==> src/rtl/flash_ctrl_pkg.sv <==
// Shared types and helpers for the multi-channel LED flasher.
package flash_ctrl_pkg;

    typedef enum logic [1:0] {
        M_OFF    = 2'b00,
        M_STEADY = 2'b01,
        M_BLINK  = 2'b10,
        M_BURST  = 2'b11
    } flash_mode_e;

    typedef enum logic [1:0] {
        S_IDLE  = 2'b00,
        S_RUN   = 2'b01,
        S_PAUSE = 2'b10
    } flash_state_e;

    // Counter width for values 0..n-1, never narrower than one bit.
    function automatic int unsigned cnt_width(input int unsigned n);
        return (n > 1) ? $clog2(n) : 1;
    endfunction

endpackage

==> src/rtl/flash_ctrl_if.sv <==
// Control-side bundle of the flasher: enables, modes, config load and LED outputs.
interface flash_ctrl_if #(
    parameter int CHANNELS = 4,
    parameter int CNT_W    = 8
);
    logic [CHANNELS-1:0]   FLSH;
    logic [2*CHANNELS-1:0] MODE;
    logic                  LOAD;
    logic [CNT_W-1:0]      PERIOD_IN;
    logic [CNT_W-1:0]      ON_IN;
    logic [CHANNELS-1:0]   F;
    logic                  SYNC;

    modport master (output FLSH, MODE, LOAD, PERIOD_IN, ON_IN, input F, SYNC);
    modport slave  (input FLSH, MODE, LOAD, PERIOD_IN, ON_IN, output F, SYNC);
endinterface

==> src/rtl/flash_ctrl_channel.sv <==
// One flasher channel: enable edge detect, run/pause FSM, phase and burst counters,
// per-channel copy of the blink config and the registered LED output.
//
// state   | meaning
// S_IDLE  | channel disabled, output low, waits for an enable rising edge
// S_RUN   | phase counting, output follows mode (steady or phase < on-time)
// S_PAUSE | burst dark half: phase counting, output low
module flash_channel
    import flash_ctrl_pkg::*;
#(
    parameter int CNT_W      = 8,
    parameter int BURST_N    = 3,
    parameter int DEF_PERIOD = 200,
    parameter int DEF_ON     = 100,
    parameter bit SYNC_EN    = 1'b0
) (
    input  logic             CLK,
    input  logic             RST,
    input  logic             tick_i,
    input  logic             flsh_i,
    input  flash_mode_e      mode_i,
    input  logic             load_i,
    input  logic [CNT_W-1:0] shadow_per_i,
    input  logic [CNT_W-1:0] shadow_on_i,
    output logic             f_o,
    output logic             sync_o
);

    localparam int BW = cnt_width(BURST_N + 1);
    localparam logic [BW-1:0] BURST_LAST = BW'(BURST_N - 1);

    flash_state_e     state_q, state_d;
    flash_mode_e      mode_q, mode_d;
    logic [CNT_W-1:0] phase_q, phase_d;
    logic [CNT_W-1:0] per_q, per_d;
    logic [CNT_W-1:0] on_q, on_d;
    logic [BW-1:0]    bcnt_q, bcnt_d;
    logic             flsh_prev_q;
    logic             need_q, need_d;
    logic             f_q, f_d;
    logic             sync_q;

    logic             rise, stop, at_end, wrap, adopt;
    logic [CNT_W-1:0] eff_end;

    always_ff @(posedge CLK or posedge RST) begin
        if (RST) begin
            state_q     <= S_IDLE;
            mode_q      <= M_OFF;
            phase_q     <= '0;
            per_q       <= CNT_W'(DEF_PERIOD);
            on_q        <= CNT_W'(DEF_ON);
            bcnt_q      <= '0;
            flsh_prev_q <= 1'b0;
            need_q      <= 1'b0;
            f_q         <= 1'b0;
            sync_q      <= 1'b0;
        end else begin
            state_q     <= state_d;
            mode_q      <= mode_d;
            phase_q     <= phase_d;
            per_q       <= per_d;
            on_q        <= on_d;
            bcnt_q      <= bcnt_d;
            flsh_prev_q <= flsh_i;
            need_q      <= need_d;
            f_q         <= f_d;
            sync_q      <= SYNC_EN & wrap;
        end
    end

    always_comb begin
        rise    = flsh_i & ~flsh_prev_q;
        stop    = ~flsh_i | (mode_i == M_OFF);
        // A zero period behaves as a one-tick period.
        eff_end = (per_q == '0) ? '0 : per_q - 1'b1;
        at_end  = (phase_q == eff_end);
        wrap    = tick_i & at_end & (state_q != S_IDLE) & ~stop;
        adopt   = need_q & ((state_q == S_IDLE) | wrap);

        state_d = state_q;
        mode_d  = mode_q;
        phase_d = phase_q;
        bcnt_d  = bcnt_q;
        per_d   = adopt ? shadow_per_i : per_q;
        on_d    = adopt ? shadow_on_i  : on_q;
        need_d  = load_i | (need_q & ~adopt);

        if (stop) begin
            state_d = S_IDLE;
            phase_d = '0;
            bcnt_d  = '0;
        end else if (state_q == S_IDLE) begin
            if (rise) begin
                state_d = S_RUN;
                mode_d  = mode_i;
                phase_d = '0;
                bcnt_d  = '0;
            end
        end else begin
            if (mode_i == M_STEADY) begin
                mode_d  = M_STEADY;
                state_d = S_RUN;
            end
            if (wrap) begin
                phase_d = '0;
                mode_d  = mode_i;
                // Burst alternates RUN/PAUSE every BURST_N completed periods.
                if (mode_q == M_BURST) begin
                    if (bcnt_q == BURST_LAST) begin
                        bcnt_d  = '0;
                        state_d = (state_q == S_RUN) ? S_PAUSE : S_RUN;
                    end else begin
                        bcnt_d = bcnt_q + 1'b1;
                    end
                end
                if (mode_i != M_BURST) begin
                    state_d = S_RUN;
                    bcnt_d  = '0;
                end
            end else if (tick_i) begin
                phase_d = phase_q + 1'b1;
            end
        end

        f_d = (state_d == S_RUN) & ((mode_d == M_STEADY) | (phase_d < on_d));
    end

    assign f_o    = f_q;
    assign sync_o = sync_q;

endmodule

==> src/rtl/flash_ctrl.sv <==
// Multi-channel LED flasher top: shared tick prescaler, shadow blink config and
// one flash_channel per output.
module flash_ctrl
    import flash_ctrl_pkg::*;
#(
    parameter int CHANNELS   = 4,
    parameter int DIV        = 50000,
    parameter int CNT_W      = 8,
    parameter int DEF_PERIOD = 200,
    parameter int DEF_ON     = 100,
    parameter int BURST_N    = 3
) (
    input  logic       CLK,
    input  logic       RST,
    flash_ctrl_if.slave bus
);

    localparam int PW = cnt_width(DIV);
    localparam logic [PW-1:0] PRE_MAX = PW'(DIV - 1);

    logic [PW-1:0]       presc_q, presc_d;
    logic                tick;
    logic [CNT_W-1:0]    shadow_per_q, shadow_per_d;
    logic [CNT_W-1:0]    shadow_on_q, shadow_on_d;
    logic [CHANNELS-1:0] f_v;
    logic [CHANNELS-1:0] sync_v;

    always_comb begin
        tick         = (presc_q == PRE_MAX);
        presc_d      = tick ? '0 : presc_q + 1'b1;
        shadow_per_d = bus.LOAD ? bus.PERIOD_IN : shadow_per_q;
        shadow_on_d  = bus.LOAD ? bus.ON_IN     : shadow_on_q;
    end

    always_ff @(posedge CLK or posedge RST) begin
        if (RST) begin
            presc_q      <= '0;
            shadow_per_q <= CNT_W'(DEF_PERIOD);
            shadow_on_q  <= CNT_W'(DEF_ON);
        end else begin
            presc_q      <= presc_d;
            shadow_per_q <= shadow_per_d;
            shadow_on_q  <= shadow_on_d;
        end
    end

    for (genvar i = 0; i < CHANNELS; i++) begin : g_ch
        // Only channel 0 produces the SYNC pulse; the others tie it low.
        flash_channel #(
            .CNT_W     (CNT_W),
            .BURST_N   (BURST_N),
            .DEF_PERIOD(DEF_PERIOD),
            .DEF_ON    (DEF_ON),
            .SYNC_EN   (i == 0)
        ) u_ch (
            .CLK         (CLK),
            .RST         (RST),
            .tick_i      (tick),
            .flsh_i      (bus.FLSH[i]),
            .mode_i      (flash_mode_e'(bus.MODE[2*i +: 2])),
            .load_i      (bus.LOAD),
            .shadow_per_i(shadow_per_q),
            .shadow_on_i (shadow_on_q),
            .f_o         (f_v[i]),
            .sync_o      (sync_v[i])
        );
    end

    assign bus.F    = f_v;
    assign bus.SYNC = |sync_v;

endmodule

==> src/flat_wrapper.sv <==
// flat-port wrapper written by rule: the top's interface ports become plain ports
module flash_ctrl_flat import flash_ctrl_pkg::*;
#(
    parameter int CHANNELS   = 4,
    parameter int DIV        = 50000,
    parameter int CNT_W      = 8,
    parameter int DEF_PERIOD = 200,
    parameter int DEF_ON     = 100,
    parameter int BURST_N    = 3
)
  (CLK, RST, bus_FLSH, bus_MODE, bus_LOAD, bus_PERIOD_IN, bus_ON_IN, bus_F, bus_SYNC);
  flash_ctrl_if #(.CHANNELS(CHANNELS), .CNT_W(CNT_W)) bus_i ();
  input  logic CLK;
  input  logic RST;
  input wire logic [$bits(bus_i.FLSH)-1:0] bus_FLSH;
  input wire logic [$bits(bus_i.MODE)-1:0] bus_MODE;
  input wire logic [$bits(bus_i.LOAD)-1:0] bus_LOAD;
  input wire logic [$bits(bus_i.PERIOD_IN)-1:0] bus_PERIOD_IN;
  input wire logic [$bits(bus_i.ON_IN)-1:0] bus_ON_IN;
  output wire logic [$bits(bus_i.F)-1:0] bus_F;
  output wire logic [$bits(bus_i.SYNC)-1:0] bus_SYNC;
  assign bus_i.FLSH = bus_FLSH;
  assign bus_i.MODE = bus_MODE;
  assign bus_i.LOAD = bus_LOAD;
  assign bus_i.PERIOD_IN = bus_PERIOD_IN;
  assign bus_i.ON_IN = bus_ON_IN;
  assign bus_F = bus_i.F;
  assign bus_SYNC = bus_i.SYNC;
  flash_ctrl #(.CHANNELS(CHANNELS), .DIV(DIV), .CNT_W(CNT_W), .DEF_PERIOD(DEF_PERIOD), .DEF_ON(DEF_ON), .BURST_N(BURST_N)) u_core (.CLK(CLK), .RST(RST), .bus(bus_i));
endmodule
==> config.mk <==
export PLATFORM = sky130hd
export DESIGN_NAME = flash_ctrl_flat
export DESIGN_NICKNAME = d
export VERILOG_FILES = /design/src/rtl/flash_ctrl_pkg.sv /design/src/rtl/flash_ctrl_if.sv /design/src/rtl/flash_ctrl_channel.sv /design/src/rtl/flash_ctrl.sv /design/src/flat_wrapper.sv
export SDC_FILE = /design/constraint.sdc
export NUM_CORES = 1
export LEC_CHECK = 0
export CORE_MARGIN = 1
export CORE_UTILIZATION = 55
export CTS_CLUSTER_DIAMETER = 40
export DETAILED_ROUTE_END_ITERATION = 10
export PLACE_DENSITY = 0.75
export SLEW_MARGIN = 20
export SYNTH_ARGS = -nofsm -noshare
export SYNTH_HDL_FRONTEND = slang
export SYNTH_SLANG_ARGS = --single-unit
==> constraint.sdc <==
create_clock -name CLK -period 5.13 [get_ports CLK]
set_clock_uncertainty 0.05 [all_clocks]
set_input_delay 0.7695 -clock CLK [delete_from_list [all_inputs] [get_ports CLK]]
set_output_delay 0.7695 -clock CLK [all_outputs]
set_load 0.05 [all_outputs]
# Word-level counts from Yosys, hierarchy flattened

Cells that the tools add are included.

Register bits: 165
Input bits: 31
Output and inout port bits: 5
Logic and storage cells: 295

Add/subtract/negate cells: 13
Magnitude comparators: 4
Equal/unequal tests: 37
Muxes and demuxes: 113
Bitwise operators: 60
Reductions and logical operators: 28

Operators by type and width:

| kind                  | count |
|---|---|
| $mux 8                | 28 |
| $mux 2                | 84 |
| $add 8x1->8 const B   | 4 |
| $eq 2x1->1 const B    | 16 |
| $eq 8x8->1            | 4 |
| $logic_not 8->1       | 4 |
| $lt 8x8->1            | 4 |
| $sub 8x1->8 const B   | 4 |
| $and 1x1->1           | 28 |
| $add 16x1->16 const B | 1 |
| $eq 16x16->1 const B  | 1 |
| $eq 2x2->1 const B    | 8 |
| $logic_not 2->1       | 8 |
| $mux 16               | 1 |
| $not 1->1             | 16 |
| $or 1x1->1            | 16 |
| $reduce_bool 4->1     | 4 |
| $ne 3x3->1 const B    | 4 |
| $reduce_and 3->1      | 4 |
| $reduce_bool 3->1     | 4 |
| $add 2x1->2 const B   | 4 |
| $ne 2x2->1 const B    | 4 |
| $reduce_bool 2->1     | 4 |

# Depth between registers and ports, before layout

Depth in word-level cells: 12
Gate-level depth with buffers: 21
Mapped depth without buffers: 18

# Modules after synthesis

A second synthesis with hierarchy kept.

Cells, all modules: 1053
Area, all modules: 10102.2 sq um

By module, submodules not included:

| module                                   | instances | cells each | area each (sq um) | seq. area each (sq um) |
|---|---|---|---|---|
| flash_channel at u_core.g_ch[1].u_ch ... | 3         | 240        | 2152.1            | 833.3 |
| flash_channel at u_core.g_ch[0].u_ch     | 1         | 228        | 2244.7            | 858.3 |
| flash_ctrl                               | 1         | 105        | 1401.3            | 808.3 |

# Worst setup path after synthesis

Ideal clock, no wire load.

Kind: flip-flop to flip-flop
Start: reg u_core.g_ch[3].u_ch.per_q[0]
End: reg u_core.g_ch[3].u_ch.f_q
Arrival time: 4.266 ns
Data required time: 5.014 ns
Slack: 0.748 ns
Cell stages (with the launch flop): 19
Path through: dfrtp_1 -> inv_1 -> ha_1 -> clkbuf_1 -> nor3b_1 -> nor4bb_1 -> or3_1 -> a211oi_1 -> and4_1 -> o21a_1 -> buf_2 -> buf_2 -> mux2i_1 -> ha_1 -> a21o_1 -> a21o_1 -> a2111oi_0 -> and3b_1 -> o31a_1

Longest elaborated chain between the ends: 12
Elaborated cells between the ends (all ways): 24
Those cells by class: 1 x add/sub; 1 x order compare; 3 x eq/ne; 11 x mux; 7 x bitwise; 1 x reduce/logical

Ends and longest elaborated chain:

| element                                               | line                      | RTL |
|---|---|---|
| start: declaration                                    | flash_ctrl_channel.sv:35  | `logic [CNT_W-1:0] per_q, per_d;` |
| start signal: assignment                              | flash_ctrl_channel.sv:51  | `per_q <= CNT_W'(DEF_PERIOD);` |
| start signal: assignment                              | flash_ctrl_channel.sv:62  | `per_q <= per_d;` |
| $sub 8x1->8 / $logic_not 8->1 (equally long branches) | flash_ctrl_channel.sv:76  | `eff_end = (per_q == '0) ? '0 : per_q - 1'b1;` |
| $mux 8 (*)                                            | flash_ctrl_channel.sv:76  |  |
| $eq 8x8->1 (*)                                        | flash_ctrl_channel.sv:77  | `at_end = (phase_q == eff_end);` |
| $and 1x1->1 (*) (3 in series)                         | flash_ctrl_channel.sv:78  | `wrap = tick_i & at_end & (state_q != S_IDLE) & ~stop;` |
| $mux 8 (tied with other cells)                        | flash_ctrl_channel.sv:105 | `if (wrap) begin` |
| $mux 8 (tied with other cells)                        | flash_ctrl_channel.sv:93  | `end else if (state_q == S_IDLE) begin` |
| $mux 8 (tied with other cells)                        | flash_ctrl_channel.sv:89  | `if (stop) begin` |
| $lt 8x8->1 / $eq 2x1->1 (equally long branches)       | flash_ctrl_channel.sv:126 | `f_d = (state_d == S_RUN) & ((mode_d == M_STEADY) \| (phase_d < on_d));` |
| $or 1x1->1                                            | flash_ctrl_channel.sv:126 |  |
| $and 1x1->1 (*)                                       | flash_ctrl_channel.sv:126 |  |
| named net u_core.g_ch[3].u_ch.f_d                     | flash_ctrl_channel.sv:40  | `logic f_q, f_d;` |
| end signal: assignment                                | flash_ctrl_channel.sv:56  | `f_q <= 1'b0;` |
| end signal: assignment                                | flash_ctrl_channel.sv:67  | `f_q <= f_d;` |
| end: declaration                                      | flash_ctrl_channel.sv:40  |  |

Mark *: on every way through the listed nets, which the timed path passes. The rest lies on a longest branch.
A chain may end at the register's enable or synchronous reset.

# Final worst setup path

Start: reg u_core.g_ch[0].u_ch.per_q[0]
End: reg u_core.g_ch[0].u_ch.f_q

Longest elaborated chain between the ends: 12
Elaborated cells between the ends (all ways): 24
Those cells by class: 1 x add/sub; 1 x order compare; 3 x eq/ne; 11 x mux; 7 x bitwise; 1 x reduce/logical

Ends and longest elaborated chain:

| element                                               | line |
|---|---|
| start: declaration                                    | flash_ctrl_channel.sv:35 |
| start signal: assignment                              | flash_ctrl_channel.sv:51 |
| start signal: assignment                              | flash_ctrl_channel.sv:62 |
| $sub 8x1->8 / $logic_not 8->1 (equally long branches) | flash_ctrl_channel.sv:76 |
| $mux 8 (*)                                            | flash_ctrl_channel.sv:76 |
| $eq 8x8->1 (*)                                        | flash_ctrl_channel.sv:77 |
| $and 1x1->1 (*) (3 in series)                         | flash_ctrl_channel.sv:78 |
| $mux 8 (tied with other cells)                        | flash_ctrl_channel.sv:105 |
| $mux 8 (tied with other cells)                        | flash_ctrl_channel.sv:93 |
| $mux 8 (tied with other cells)                        | flash_ctrl_channel.sv:89 |
| $lt 8x8->1 / $eq 2x1->1 (equally long branches)       | flash_ctrl_channel.sv:126 |
| $or 1x1->1                                            | flash_ctrl_channel.sv:126 |
| $and 1x1->1 (*)                                       | flash_ctrl_channel.sv:126 |
| named net u_core.g_ch[0].u_ch.f_d                     | flash_ctrl_channel.sv:40 |
| end signal: assignment                                | flash_ctrl_channel.sv:56 |
| end signal: assignment                                | flash_ctrl_channel.sv:67 |
| end: declaration                                      | flash_ctrl_channel.sv:40 |

Marks and branches as above.

==> results by group <==
Synth
  • Register area share after synthesis: 0.426
  • Avg Cell Area, Syn: 9.64 um^2
  • Distinct cell type count after synthesis: 86
  • Warnings, synthesis: 0
  • EDFF count, synth: 0
  • Syn nets: 1082
  • Netlist Area Pre-Place: 0.00977 mm^2
  • Synth async-reset ratio: 1.00
  • Most used flip-flop cell after synthesis: dfrtp_1
  • Synth Register Bits: 165
  • Cells after Synth: 1014

Timing
  • Final Cycle Share: 0.914
  • Max-slew violations: 0
  • Setup TNS Final: 0 ns
  • Minimum clock period: 4.69 ns
  • Worst Tran Pin Value: 0.848 ns
  • Slew Limit Headroom: 0.431
  • Hold Fails Final Rpt: 0
  • Endpoints failing setup: 0
  • RSZ-0062 raised after global routing: no
  • Achievable Freq: 213 MHz

Route
  • Final wirelength: 22400 um
  • Routed vias: 7815
  • DR vias/cell: 6.08
  • ANT nets after route: 0
  • First-pass DRT Iterations: 5
  • Wire per inst: 17.4 um
  • 1st-iter DRT viols: 749
  • Drt drc: 0

Cells and area
  • Syn-to-layout area delta: 12.2%
  • Commonest cells after routing, fill and taps aside: dfrtp_1 (135), nand2_1 (97), o21ai_0 (71)
  • Fill count: 1401
  • Ant diodes: 0
  • Commonest non-fill, non-tap cell in the layout: dfrtp_1
  • Nets: 1115
  • Ratio of cells with drive above 1 in the final layout: 0.141
  • Design area: 0.0110 mm^2

Worst setup path
  • Critical Path Fanout Max: 16
  • Critical Path RT: 5.39 ns
  • Worst path bufs/invs: 1
  • Delay-heaviest family, CP: simple AND/OR/NAND/NOR gates
  • Arrival @ worst endpoint: 4.95 ns
  • Crit. End Element: register
  • R2r setup slk: 0.44 ns
  • CP cell instances: inv_1 -> ha_1 -> or3b_2 -> or3_1 -> nand3_1 -> nand3_1 -> nor4_4 -> a21oi_4 -> nand2b_2 -> mux2i_1 -> ha_1 -> a21o_1 -> a21o_1 -> a21oi_1 -> nand2_1 -> a211oi_1 -> a311oi_1 -> nor4_1
  • Critical Path Max Stage Delay: 0.49 ns
  • Setup CP Type: register to register
  • CP max-delay cell: or3b_2
  • Crit start category: register

Power and ir drop
  • Leakage: 4.78 nW
  • Worst VDD drop: 276 uV
  • Power Density: 322 mW/mm^2
  • Post-route total power: 3.53 mW

Placement
  • Post-DP Area: 0.0104 mm^2
  • Global placement routability congestion: 0.870
  • # port buffers: 35
  • HPWL Detailed: 15600 um

CTS
  • CTS tree: built
  • Post-CTS Hold Fix Bufs: 0
  • CTS root buf: clkbuf_16
  • CTS clk-pin slew, worst paths: 0.06 ns
  • Htree depth: 4
  • Clock Path Buffers: 2
  • Clk sinks: 165
  • CTS buffer count: 17
  • Skew-Pair Late Insertion Delay: 0.42 ns
  • Postcts setup bufs: 0
  • Post-CTS sizing: 0

Floorplan
  • Io pins: 36
  • Core area: 0.0173 mm^2
  • DIE AREA: 0.0183 mm^2
  • Initial Utilization: 0.565
  • Number of placement rows: 48
  • Die height: 135 um
  • Die Width: 135 um

GRT
  • Number of global-route vias before repair: 7473
  • GR Util met2: 0.402
  • GR peak layer: met2
  • Grt ovf: 0
  • Largest net degree at the start of global routing: 122
  • First-pass GRT wire length: 37100 um
  • M3 GR Usage: 0.0490
  • Initial antenna violation count: 0
  • M1 GR Usage: 0.365
  • GRT Total Usage: 0.257

Worst hold path
  • Class of the tightest hold or removal check: register to register

Run
  • Maxcap violations: 0

Run status
  • Status: finished clean
==> stage by stage <==
step                setup slack (ns)  cells  hold WS (ns)   util
CTS                            0.255   1285         0.416  0.633
detailed placement             0.282   1253         0.408  0.599
global route                  0.0650   1285         0.455  0.634
finish                         0.439   1285         0.415  0.634
global placement               0.444   1253         0.401  0.599
floorplan                      0.748   1014         0.383      -
==> worst register-to-register path, cell delays in order (launching register included) <==
cell      delay, ns
dfrtp_1        0.43
inv_1          0.08
ha_1           0.32
or3b_2         0.49
or3_1          0.38
nand3_1        0.12
nand3_1        0.17
nor4_4         0.44
a21oi_4        0.19
nand2b_2       0.34
mux2i_1        0.24
ha_1           0.27
a21o_1         0.16
a21o_1         0.18
a21oi_1        0.18
nand2_1        0.08
a211oi_1       0.22
a311oi_1       0.07
nor4_1         0.18
==> worst paths after layout <==
check,startpoint,to,cells past startpoint
hold / removal,u_core.presc_q[0],u_core.presc_q[0],1
max in group asynchronous,RST,u_core.g_ch[2].u_ch.per_q[2],3
min in group asynchronous,RST,u_core.g_ch[2].u_ch.phase_q[7],3
hold reg to reg,u_core.presc_q[0],u_core.presc_q[0],1
setup reg to reg,u_core.g_ch[0].u_ch.per_q[0],u_core.g_ch[0].u_ch.f_o,18
setup / recovery,u_core.g_ch[0].u_ch.per_q[0],u_core.g_ch[0].u_ch.f_o,18
==> flip-flops by register name (all words and copies together), names as in the netlist, 16 cells and up <==
register                  flops
u_core.g_ch.u_ch.on_q        32
u_core.g_ch.u_ch.per_q       32
u_core.g_ch.u_ch.phase_q     32
u_core.presc_q               16
==> report_power, final <==
group          switching (mW)  internal, mW  leakage [nW]
clock network           0.520         0.758         0.281
logic                   0.343         0.287          2.47
registers               0.161          1.46          2.03
==> cell type report <==
class | instances | area (um^2) | share of cell area
repair buffers | 51 | 483 | 0.0441
inverters | 66 | 251 | 0.0230
clock buffers | 24 | 482 | 0.0440
flip-flops and latches | 165 | 4170 | 0.380
clock inverters | 8 | 103 | 0.00936
multi-input cells | 746 | 5190 | 0.474
well taps | 225 | 282 | 0.0257
==> synthesized netlist by cell type, types with 7 or more instances <==
library cell | number | area [um^2]
o21a_1 | 9 | 67.6
inv_1 | 66 | 248
nand3b_1 | 7 | 52.6
dfstp_2 | 30 | 788
nand3_1 | 38 | 190
nand2_1 | 97 | 364
a21oi_1 | 42 | 210
ha_1 | 37 | 463
clkbuf_1 | 22 | 82.6
and3_1 | 12 | 75.1
buf_2 | 7 | 35.0
a21o_1 | 19 | 143
or3_1 | 11 | 68.8
mux2_2 | 44 | 495
nor3_1 | 26 | 130
nand2b_1 | 14 | 87.6
o22ai_1 | 7 | 43.8
a211oi_1 | 7 | 52.6
a311oi_1 | 8 | 70.1
xor2_1 | 18 | 158
dfrtp_1 | 135 | 3380
o21ai_0 | 71 | 355
or4_1 | 7 | 52.6
nand4_1 | 10 | 62.6
mux2i_1 | 34 | 340
nor2_1 | 65 | 244
nor3b_1 | 9 | 67.6
a31oi_1 | 9 | 56.3
xnor2_1 | 13 | 114
==> cell families (layout without fill, tap and decap cells) <==
kind of cell	count (synthesis)	after routing	synth area share
compound gates	250	250	0.175
xor+xnor	31	31	0.0278
fa+ha+maj	37	37	0.0474
buf+inv	103	149	0.0439
flops	165	165	0.426
mux	82	82	0.0905
simple gates	346	346	0.189
==> metal layers <==
metal	up-vias	routed length (um)
li1	3786	-
met1	3816	10700
met2	192	10300
met3	21	1050
met4	0	305
met5	-	0
Power figures use the tool's default switching activity.
